## src/rtl/aes_block_sequencer.sv

```systemverilog
// Gathers 32-bit words into 128-bit blocks, runs each through the AES core, and serialises results.
// Define AES_SEQ_PERF_CNT_EN to add the perf_core_cycles_o / perf_stall_cycles_o counters.
module aes_block_sequencer #(
  parameter int unsigned BLK_CNT_W    = 16,
  parameter int unsigned CORE_TIMEOUT = 0
) (
  input  logic                 clk_i,
  input  logic                 rst_ni,
  input  logic                 clear_i,
  input  logic                 start_i,
  input  logic [BLK_CNT_W-1:0] nb_blocks_i,
  output logic                 busy_o,
  output logic                 done_o,
  output logic                 timeout_o,
  output logic [BLK_CNT_W-1:0] blk_cnt_o,
  input  logic                 in_valid_i,
  input  logic [31:0]          in_data_i,
  output logic                 in_ready_o,
  output logic                 core_start_o,
  output logic [127:0]         core_block_o,
  input  logic                 core_done_i,
  input  logic [127:0]         core_result_i,
  output logic                 out_valid_o,
  output logic [31:0]          out_data_o,
  input  logic                 out_ready_i
`ifdef AES_SEQ_PERF_CNT_EN
  ,
  output logic [31:0]          perf_core_cycles_o,
  output logic [31:0]          perf_stall_cycles_o
`endif
);

  typedef enum logic [2:0] {
    S_IDLE,
    S_GATHER,
    S_LAUNCH,
    S_CORE_WAIT,
    S_EMIT,
    S_FINISH
  } state_t;

  state_t               r_state;
  state_t               w_state_nxt;
  logic [1:0]           r_idx;
  logic [127:0]         r_block;
  logic [127:0]         r_result;
  logic [BLK_CNT_W-1:0] r_nb;
  logic [BLK_CNT_W-1:0] r_blk_cnt;
  logic                 r_timeout;
  logic [31:0]          r_wait_cnt;

  logic w_start_acc;
  logic w_in_fire;
  logic w_out_fire;
  logic w_last_word;
  logic w_job_last;
  logic w_core_expired;

  assign w_start_acc    = (r_state == S_IDLE) && start_i && !clear_i;
  assign w_in_fire      = (r_state == S_GATHER) && in_valid_i;
  assign w_out_fire     = (r_state == S_EMIT) && out_ready_i;
  assign w_last_word    = (r_idx == 2'd3);
  assign w_job_last     = ((r_blk_cnt + BLK_CNT_W'(1)) == r_nb);
  // r_wait_cnt holds the number of CORE_WAIT cycles already elapsed.
  assign w_core_expired = (CORE_TIMEOUT != 0) && (r_wait_cnt == 32'(CORE_TIMEOUT - 1));

  always_ff @(posedge clk_i or negedge rst_ni) begin
    if (!rst_ni) begin
      r_state <= S_IDLE;
    end else begin
      r_state <= w_state_nxt;
    end
  end

  always_comb begin
    w_state_nxt  = r_state;
    busy_o       = (r_state != S_IDLE);
    done_o       = 1'b0;
    in_ready_o   = 1'b0;
    core_start_o = 1'b0;
    out_valid_o  = 1'b0;
    if (clear_i) begin
      w_state_nxt = S_IDLE;
    end else begin
      unique case (r_state)
        S_IDLE: begin
          if (start_i) begin
            w_state_nxt = (nb_blocks_i == '0) ? S_FINISH : S_GATHER;
          end
        end
        S_GATHER: begin
          if (in_valid_i && w_last_word) begin
            w_state_nxt = S_LAUNCH;
          end
        end
        S_LAUNCH: begin
          w_state_nxt = S_CORE_WAIT;
        end
        S_CORE_WAIT: begin
          if (core_done_i) begin
            w_state_nxt = S_EMIT;
          end else if (w_core_expired) begin
            w_state_nxt = S_FINISH;
          end
        end
        S_EMIT: begin
          if (out_ready_i && w_last_word) begin
            w_state_nxt = w_job_last ? S_FINISH : S_GATHER;
          end
        end
        S_FINISH: begin
          w_state_nxt = S_IDLE;
        end
        default: begin
          w_state_nxt = S_IDLE;
        end
      endcase
    end
    unique case (r_state)
      S_GATHER: in_ready_o   = 1'b1;
      S_LAUNCH: core_start_o = 1'b1;
      S_EMIT:   out_valid_o  = 1'b1;
      S_FINISH: done_o       = 1'b1;
      default: ;
    endcase
  end

  always_ff @(posedge clk_i or negedge rst_ni) begin
    if (!rst_ni) begin
      r_idx      <= '0;
      r_block    <= '0;
      r_result   <= '0;
      r_nb       <= '0;
      r_blk_cnt  <= '0;
      r_timeout  <= 1'b0;
      r_wait_cnt <= '0;
    end else if (clear_i) begin
      r_idx     <= '0;
      r_timeout <= 1'b0;
    end else begin
      unique case (r_state)
        S_IDLE: begin
          if (w_start_acc) begin
            r_nb      <= nb_blocks_i;
            r_blk_cnt <= '0;
            r_timeout <= 1'b0;
            r_idx     <= '0;
          end
        end
        S_GATHER: begin
          if (w_in_fire) begin
            r_block[{r_idx, 5'd0} +: 32] <= in_data_i;
            r_idx                        <= r_idx + 2'd1;
          end
        end
        S_LAUNCH: begin
          r_wait_cnt <= '0;
        end
        S_CORE_WAIT: begin
          r_wait_cnt <= r_wait_cnt + 32'd1;
          if (core_done_i) begin
            r_result <= core_result_i;
          end else if (w_core_expired) begin
            r_timeout <= 1'b1;
          end
        end
        S_EMIT: begin
          if (w_out_fire) begin
            r_idx <= r_idx + 2'd1;
            if (w_last_word) begin
              r_blk_cnt <= r_blk_cnt + BLK_CNT_W'(1);
            end
          end
        end
        default: ;
      endcase
    end
  end

  assign timeout_o    = r_timeout;
  assign blk_cnt_o    = r_blk_cnt;
  assign core_block_o = r_block;
  assign out_data_o   = r_result[{r_idx, 5'd0} +: 32];

`ifdef AES_SEQ_PERF_CNT_EN
  logic [31:0] r_perf_core;
  logic [31:0] r_perf_stall;

  always_ff @(posedge clk_i or negedge rst_ni) begin
    if (!rst_ni) begin
      r_perf_core  <= '0;
      r_perf_stall <= '0;
    end else if (w_start_acc) begin
      r_perf_core  <= '0;
      r_perf_stall <= '0;
    end else begin
      if ((r_state == S_CORE_WAIT) && (r_perf_core != '1)) begin
        r_perf_core <= r_perf_core + 32'd1;
      end
      if ((r_state == S_EMIT) && !out_ready_i && (r_perf_stall != '1)) begin
        r_perf_stall <= r_perf_stall + 32'd1;
      end
    end
  end

  assign perf_core_cycles_o  = r_perf_core;
  assign perf_stall_cycles_o = r_perf_stall;
`endif

endmodule
```

## config.mk

```make
export PLATFORM = sky130hd
export DESIGN_NAME = aes_block_sequencer
export DESIGN_NICKNAME = d
export VERILOG_FILES = /design/src/rtl/aes_block_sequencer.sv
export SDC_FILE = /design/constraint.sdc
export NUM_CORES = 1
export LEC_CHECK = 0
export ABC_AREA = 1
export CORE_ASPECT_RATIO = 1.75
export CORE_MARGIN = 8
export CORE_UTILIZATION = 35
export DETAILED_ROUTE_END_ITERATION = 8
export PLACE_DENSITY = 0.69
export SYNTH_ARGS = -nofsm -noshare
export SYNTH_HDL_FRONTEND = slang
export SYNTH_SLANG_ARGS = --single-unit
```

## constraint.sdc

```tcl
create_clock -name clk_i -period 2.6 [get_ports clk_i]
set_input_delay 0.52 -clock clk_i [delete_from_list [all_inputs] [get_ports clk_i]]
set_output_delay 0.52 -clock clk_i [all_outputs]
set_load 0.02 [all_outputs]
```

==> impl_metrics.tcl, run 1 <==
set metrics [dict create \
    dr.pass1.iters 5 \
    hold_violations 0 \
    synth_edf_count 0 \
    rsz0062_at_grt "yes" \
    area_growth_pct 38.9 \
    startpoint "r_idx[0]" \
    drt-initial-drc-count 732 \
    dpl.hpwl_microns 35800 \
    fmax_mhz 391 \
    root_buffer "clkbuf_16" \
    maxCapViolations 0 \
    grt.overflow.total 0 \
    synth-simple-area-share 0.181 \
    synth_area_sq_um 13600 \
    io_buffers 363 \
    synthXorXnorAreaFrac 0.00423 \
    muxShareOfSynthArea 0.108 \
    required_ps 2080 \
    grt_pass1_wl_microns 74000 \
    io_pins 365 \
    final.setup_skew_ps 17.9 \
    grt.busiest_layer "met2" \
    htreeDepth 1 \
    met3_usage 0.0613 \
    power.density_nw_per_um2 1020 \
    grt.total_usage 0.210 \
    gp_congestion 0.915 \
    cts_sinks 293 \
    grt_max_degree 60 \
    setup_slack_ps 41.3 \
    dp.cells 2232 \
    ys_warn_count 0 \
    min_period_ps 2560 \
    yosys_register_bits 293 \
    drt-total-wl_microns 48600 \
    num_vias 12000 \
    synth-compound-area-share 0.103 \
    remaining_drc_errors 0 \
    yosysSeqAreaShare 0.539 \
    synth_cells 1437 \
    critPathKind "reg2out" \
    max-vdd-ir-drop_mv 0.697 \
    hold_class "in2async" \
    use_met1 0.225 \
    start_util 0.354 \
    clockBufferDepth 3 \
    leakage_uw 0.00900 \
    yosys_most_used_dff "dfrtp_1" \
    status "completed" \
    grt_pass1_vias 12400 \
    finalInstanceArea_sq_um 18900 \
    fin_crit_sh 0.984 \
    path_max_fanout 25 \
    die-area_sq_um 45600 \
    async_reset_ff_frac 1.00 \
    fp-row-count 95 \
    drive_gt1_frac 0.157 \
    antenna_cells 0 \
    cp-end-kind "primary output" \
    place_worst_setup_slack_ps 211 \
    synth_top_family_by_area "simple AND/OR/NAND/NOR gates" \
    cts_tree "built" \
    synth.distinct_cells 40 \
    r2r_cells 10 \
    worst-r2r-setup-slack_ps 360 \
    slew_viol_final 0 \
    antenna_found_initial 0 \
    placeableCoreArea_sq_um 38400 \
    die_height_microns 277 \
    via_per_inst 5.26 \
    num-nets-final 1971 \
    die_w_microns 165 \
    place_area_sq_um 17900 \
    fin_cells 2286 \
    start_kind "flip-flop" \
    synth-adder-area-share 0.00552 \
    wl_per_cell_microns 21.3 \
    critPathArrivalTime_ps 2040 \
    synth.avg_cell_area_sq_um 9.46 \
    antenna_left 0 \
    hold_slack_ps 434 \
    syn-num-nets 1626 \
    finalPower_uw 19300 \
    r2r-start "r_idx[0]" \
    grt_use_met2 0.371 \
    finalSetupViolCount 0 \
    r2r_end "core_block_o[27]" \
    final.fill_count 3559 \
    numCtsBuffers 29 \
    clk_pin_slew_ps 70 \
    clk_latency_ps 570 \
]
-- cells by family (layout without fill, tap and decap cells) --
family | after synthesis | count (layout)
simple gates | 547 | 547
mux | 130 | 130
compound gates | 265 | 265
buf+inv | 190 | 554
flops | 293 | 293
xor+xnor | 5 | 5
fa+ha+maj | 6 | 6
other cells | 1 | 1
-- cell usage in the layout (no fill, tap or decap), types with 29 or more instances in the layout --
cell type / n
a21oi_1: 37
buf_4: 35
clkbuf_16: 29
clkdlybuf4s50_1: 327
dfrtp_1: 292
inv_1: 85
mux2_2: 130
nand2_1: 220
nand3_1: 64
nand4_1: 78
nor2_1: 153
o21ai_0: 164
o22ai_1: 39
-- stage by stage --
stage / util / TNS [ps]
final: 0.492 / 0
after global routing: 0.492 / -61.0
after CTS: 0.493 / 0
after detailed placement: 0.467 / 0
after global placement: 0.467 / 0
after floorplan: - / 0
-- what timing repair did --
action	CTS	global route
endpoints found under the hold margin	30	0
gates resized for setup	102	18
hold buffers	1	0
cloned	2	0
pin swaps	1	1
endpoints found under the setup margin	34	15
setup buffers	1	0
-- final cells by class --
| cell class | count | area (sq um) | area share |
|---|---|---|---|
| clock buffers | 39 | 823 | 0.0436 |
| inverters | 91 | 345 | 0.0183 |
| repair buffers | 413 | 4120 | 0.218 |
| multi-input cells | 954 | 5510 | 0.292 |
| clock inverters | 11 | 144 | 0.00762 |
| flip-flops and latches | 293 | 7340 | 0.389 |
| well taps | 485 | 607 | 0.0321 |
-- routing by layer --
layer  share of wire  vias to the layer above
met3           0.086                       99
met4           0.044                        0
li1                -                     5557
met5               0                        -
met2            0.52                      494
met1            0.35                     5876
-- power by group --
group	internal [uW]	leakage (uW)	total, uW	switching [uW]
Sequential	5920	0.00386	6750	831
Clock	2510	0.000464	4340	1830
Combinational	3250	0.00467	8170	4920
Total	11700	0.00900	19300	7590
-- cells in the mapped netlist, types with 2 or more instances --
library cell  count  area share
dfrtp_1         293        0.54
nand2_1         220       0.061
o21ai_0         164       0.060
nor2_1          155       0.043
mux2_2          130        0.11
inv_1            86       0.024
nand4_1          78       0.036
nand3_1          65       0.024
clkbuf_1         59       0.016
o22ai_1          40       0.018
a21oi_1          37       0.014
buf_2            26      0.0096
o21ai_1          20      0.0074
buf_4            10      0.0055
nor2_4            7      0.0058
ha_1              6      0.0055
nand3b_1          4      0.0022
nor2_2            4      0.0018
nor3_1            4      0.0015
inv_2             3     0.00083
nor4_1            3      0.0014
clkbuf_2          2     0.00074
nand2_4           2      0.0017
xnor2_1           2      0.0013
xor2_1            2      0.0013
-- registers in the layout, summed over array words and instances (netlist names) --
| name | flops |
|---|---|
| core_block_o | 128 |
| r_nb | 16 |
| blk_cnt_o | 16 |
| r_state | 3 |
| r_result | 128 |
| r_idx | 2 |
-- critical path, stage by stage (launching register included) --
cell,delay (ps)
dfrtp_4,530
inv_4,120
buf_12,190
nor2_1,70
o22ai_1,170
dlygate4sd2_1,380
-- how the worst max path moves through the flow --
stage	to	slack, ps	depth (start not counted)
final	out_data_o[25]	40	5
after global routing	out_data_o[25]	-30	4
after CTS	out_data_o[20]	1	5
after detailed placement	r_result[102]	210	5
after global placement	out_data_o[12]	210	4
after floorplan	core_block_o[10]	180	11
(Power assumes the default switching activity.)
==> run 2: changes to the inputs <==
- CTS_CLUSTER_SIZE: not set -> 12
==> run 2 against run 1 <==
Effect of this change:
- worst setup slack improved by 37 ps
- global-route usage up 0.064 points
- via count is 0.42% lower
- design area decreased by 0.44%
- largest cell class unchanged
==> impl_metrics.tcl, run 2 (synthesis results as in run 1) <==
set metrics [dict create \
    status "completed" \
    wl_per_cell_microns 21.3 \
    slew_viol_final 0 \
    grt.overflow.total 0 \
    fin_crit_sh 0.970 \
    r2r-start "r_idx[0]" \
    power_frac_seq 0.356 \
    die_w_microns 165 \
    combPwrFrac 0.432 \
    hold_violations 0 \
    r2r_cells 10 \
    final_cell_mix "clkdlybuf4s50_1, dfrtp_1, nand2_1" \
    io_buffers 363 \
    dr.pass1.iters 6 \
    grt_max_degree 60 \
    cp_slowest_cell "dfrtp_4" \
    r2r_end "core_block_o[26]" \
    internal_power_uw 11400 \
    power.switching_uw 7530 \
    setup_slack_ps 77.9 \
    cts_tree "built" \
    fp-row-count 95 \
    power.density_nw_per_um2 1010 \
    grt_pass1_vias 12500 \
    die-area_sq_um 45600 \
    num_vias 12000 \
    cpPeakStageDelay_ps 530 \
    required_ps 2080 \
    cp-end-kind "primary output" \
    clockBufferDepth 3 \
    via_per_inst 5.25 \
    fmax_mhz 396 \
    antenna_left 0 \
    gp_congestion 0.915 \
    area_growth_pct 38.3 \
    start_util 0.354 \
    worst-r2r-setup-slack_ps 310 \
    leakage_uw 0.00896 \
    remaining_drc_errors 0 \
    dp.cells 2232 \
    crit_chain "inv_4 > buf_6 > buf_4 > o21ai_0 > o22ai_2 > buf_4" \
    drt-total-wl_microns 48600 \
    io_pins 365 \
    start_kind "flip-flop" \
    rsz0062_at_grt "yes" \
    numCtsBuffers 30 \
    hold_class "in2async" \
    final_common_cell "clkdlybuf4s50_1" \
    critPathKind "reg2out" \
    drt-initial-drc-count 682 \
    cts_sinks 293 \
    final.fill_count 3553 \
    maxCapViolations 0 \
    clk_pin_slew_ps 60 \
    drive_gt1_frac 0.153 \
    die_height_microns 277 \
    cpMostUsedCell "buf_4" \
    root_buffer "clkbuf_16" \
    max-vdd-ir-drop_mv 0.808 \
    final.setup_skew_ps 18.3 \
    p_clk_frac 0.212 \
    finalSetupViolCount 0 \
    multiInputGateArea_sq_um 5510 \
    dpl.hpwl_microns 35800 \
    grt.total_usage 0.210 \
    fin_cells 2281 \
    placeableCoreArea_sq_um 38400 \
    antenna_cells 0 \
    num-nets-final 1972 \
    switching_share 0.397 \
    clk_latency_ps 570 \
    path_max_fanout 15 \
    grt_pass1_wl_microns 74300 \
    critPathArrivalTime_ps 2000 \
    min_period_ps 2520 \
    htreeDepth 1 \
    seqCellArea_sq_um 7340 \
    place_worst_setup_slack_ps 211 \
    antenna_found_initial 0 \
]
==> run 2: cell types whose count changed in the layout (fill, tap and decap cells not counted), sizes merged <==
| cell | before | now |
|---|---|---|
| clkinv | 5 | 7 |
| inv | 90 | 89 |
| dlygate4sd2 | 5 | 2 |
| buf | 67 | 65 |
| clkbuf | 47 | 48 |
| clkdlybuf4s15 | 2 | 7 |
| clkinvlp | 4 | 0 |
| bufinv | 3 | 0 |
==> run 2: layer usage <==
| metal | vias up | global-route usage | wire length, microns |
|---|---|---|---|
| met5 | - | 0 | 0 |
| met4 | 0 | 0.0791 | 1860 |
| met3 | 101 | 0.0600 | 4150 |
| met2 | 476 | 0.377 | 25400 |
| met1 | 5845 | 0.227 | 17200 |
| li1 | 5554 | - | - |
==> run 2: worst max-delay path, delay by kind of cell (launching register included) <==
| kind | cells | cell delay (ps) |
|---|---|---|
| AOI/OAI and AO/OA | 2 | 270 |
| DFF | 1 | 530 |
| buffers and inverters | 4 | 640 |
==> run 2: power groups by stage <==
stage	logic (uW)	clock network [uW]	registers (uW)
2_1_floorplan	4470	0	6860
3_3_place_gp	8290	0	6730
3_5_place_dp	8400	0	6810
4_1_cts	8440	4130	6740
5_1_grt	8890	4300	6900
6_report	8200	4020	6750
==> run 2: final cells by class <==
class | count | area share
Sequential cell | 293 | 0.390
Tap cell | 485 | 0.0323
Multi-Input combinational cell | 954 | 0.293
Clock inverter | 5 | 0.00153
Timing Repair Buffer | 413 | 0.219
Inverter | 91 | 0.0184
Clock buffer | 40 | 0.0452
==> run 2: worst max-delay path by stage <==
| stage | slack [ps] | startpoint | endpoint |
|---|---|---|---|
| 2_1_floorplan | 180 | r_idx[0] | core_block_o[10] |
| 3_3_place_gp | 210 | r_idx[0] | out_data_o[12] |
| 3_5_place_dp | 210 | clear_i | r_result[102] |
| 4_1_cts | 1 | r_idx[0] | out_data_o[1] |
| 5_1_grt | -30 | r_idx[0] | out_data_o[0] |
| 6_report | 80 | r_idx[0] | out_data_o[0] |
==> run 2: per-stage QoR <==
step	hold WS, ps	instance area, sq um	TNS [ps]	total power (uW)	util
floorplan	224	13600	0	11300	-
global placement	426	17900	0	15000	0.467
detailed placement	428	17900	0	15200	0.467
CTS	433	18900	0	19300	0.492
global route	457	18800	-44.8	20100	0.490
finish	428	18800	0	19000	0.490
==> run 2: what timing repair did <==
action | CTS | global route
setup buffers | 1 | 0
hold endpoints to repair | 30 | 0
pin swaps | 1 | 1
gates cloned | 2 | 0
gates resized for setup | 80 | 36
setup endpoints to repair | 34 | 30
hold buffers | 1 | 0
==> run 3: changes to the inputs <==
- CORE_UTILIZATION: 35 -> 34
- PLACE_DENSITY: 0.69 -> 0.68
==> run 3 against run 2 <==
Effect of this change:
- final cell count up 0.57%
- combinational power rose by 3.0%
- total power is 3.4% higher
- clock power up 9.7%
- fmax shrank 0.32%
- hold slack better by 64 ps
- sequential cell count is the same
- non-clock buffer count rose by 1
- critical endpoint is now out_data_o[9]
- largest cell class unchanged
- largest power group unchanged
==> impl_metrics.tcl, run 3 (synthesis results as in run 1) <==
set metrics [dict create \
    tightest_slew_ps 630 \
    start_kind "flip-flop" \
    final_cell_mix "clkdlybuf4s50_1, dfrtp_1, nand2_1" \
    r2r_end "r_state[2]" \
    antenna_left 0 \
    clk_pin_slew_ps 60 \
    grt_pass1_vias 12700 \
    path_max_fanout 22 \
    num-nets-final 1974 \
    leakage_uw 0.00899 \
    drt-total-wl_microns 50300 \
    finalSetupViolCount 0 \
    min_period_ps 2530 \
    final_common_cell "clkdlybuf4s50_1" \
    finalPower_uw 19600 \
    via_per_inst 5.22 \
    r2r-start "blk_cnt_o[0]" \
    tns_ps 0 \
    root_buffer "clkbuf_16" \
    antenna_cells 0 \
    slew_viol_final 0 \
    die_w_microns 167 \
    r2r_cells 13 \
    grt_max_degree 73 \
    htreeDepth 1 \
    hold_violations 0 \
    required_ps 2080 \
    numCtsBuffers 31 \
    critPathKind "reg2out" \
    grt.total_usage 0.209 \
    status "completed" \
    grt_pass1_wl_microns 76800 \
    fp-row-count 97 \
    wl_per_cell_microns 21.9 \
    gp_congestion 0.962 \
    drive_gt1_frac 0.158 \
    clk_latency_ps 580 \
    hp-start "r_nb[5]" \
    placeableCoreArea_sq_um 39700 \
    dpl.hpwl_microns 37300 \
    drt-initial-drc-count 716 \
    final_util 0.479 \
    final.setup_skew_ps 16.0 \
    area_growth_pct 39.9 \
    critPathArrivalTime_ps 2010 \
    cp-end-kind "primary output" \
    max_slew_margin 0.580 \
    start_util 0.342 \
    cts_tree "built" \
    worst-r2r-setup-slack_ps 290 \
    remaining_drc_errors 0 \
    max-vdd-ir-drop_mv 0.781 \
    maxCapViolations 0 \
    power.density_nw_per_um2 1030 \
    hold_end "r_nb[5]" \
    num_vias 12000 \
    fin_crit_sh 0.973 \
    cts_sinks 293 \
    dr.pass1.iters 5 \
    fmax_mhz 395 \
    hold_depth 2 \
    hold_class "reg2reg" \
    clockBufferDepth 3 \
    antenna_found_initial 0 \
    die_height_microns 280 \
    die-area_sq_um 46900 \
    grt.overflow.total 0 \
    io_buffers 363 \
    io_pins 365 \
]
## run 3: metrics by stage
step | hold slack, ps | instance area (sq um) | std cells | setup slack (ps)
after detailed placement | 481 | 17900 | 2243 | 203
after CTS | 497 | 19000 | 2291 | -92.1
after floorplan | 224 | 13600 | 1437 | 183
after global routing | 506 | 19000 | 2294 | -2.43
final | 492 | 19000 | 2294 | 69.9
after global placement | 473 | 17900 | 2243 | 113
## run 3: timing repair
item	4_1_cts	5_1_grt
cloned	0	2
resized for setup	94	22
buffers inserted	0	1
hold buffers	1	0
setup endpoints to repair	34	32
endpoints found under the hold margin	65	0
pin swaps	0	2
## run 3: worst max-delay path, cell delays in order (launching register included)
cell and delay, ps:
dfrtp_4 530, buf_4 170, clkbuf_16 190, nor2_1 150
o22ai_1 110, clkdlybuf4s15_2 270
## run 3: worst max-delay path by stage
stage,start,endpoint,cells after the start
6_report,r_idx[0],out_data_o[9],5
5_1_grt,r_idx[0],out_data_o[21],4
4_1_cts,r_idx[0],out_data_o[29],5
3_5_place_dp,clear_i,r_idx[0],8
3_3_place_gp,clear_i,r_idx[0],8
2_1_floorplan,r_idx[0],core_block_o[10],11
## run 3: final cells by class
type | instances | area [sq um]
fill | 3631 | 20700
sequential | 293 | 7340
multi-input combinational | 954 | 5510
timing repair buffer | 414 | 4230
clock buffer | 37 | 798
tap | 495 | 619
inverter | 91 | 350
clock inverter | 10 | 161
## run 3: power by group
part | internal (uW) | leakage, uW | switching, uW
registers | 5920 | 0.00386 | 827
logic | 3460 | 0.00468 | 4990
clock network | 2550 | 0.000458 | 1860
## run 3: routing by layer
| layer | GRT usage | part of all wire |
|---|---|---|
| met5 | 0 | 0 |
| met4 | 0.0880 | 0.044 |
| met3 | 0.0590 | 0.077 |
| met2 | 0.378 | 0.51 |
| met1 | 0.226 | 0.37 |
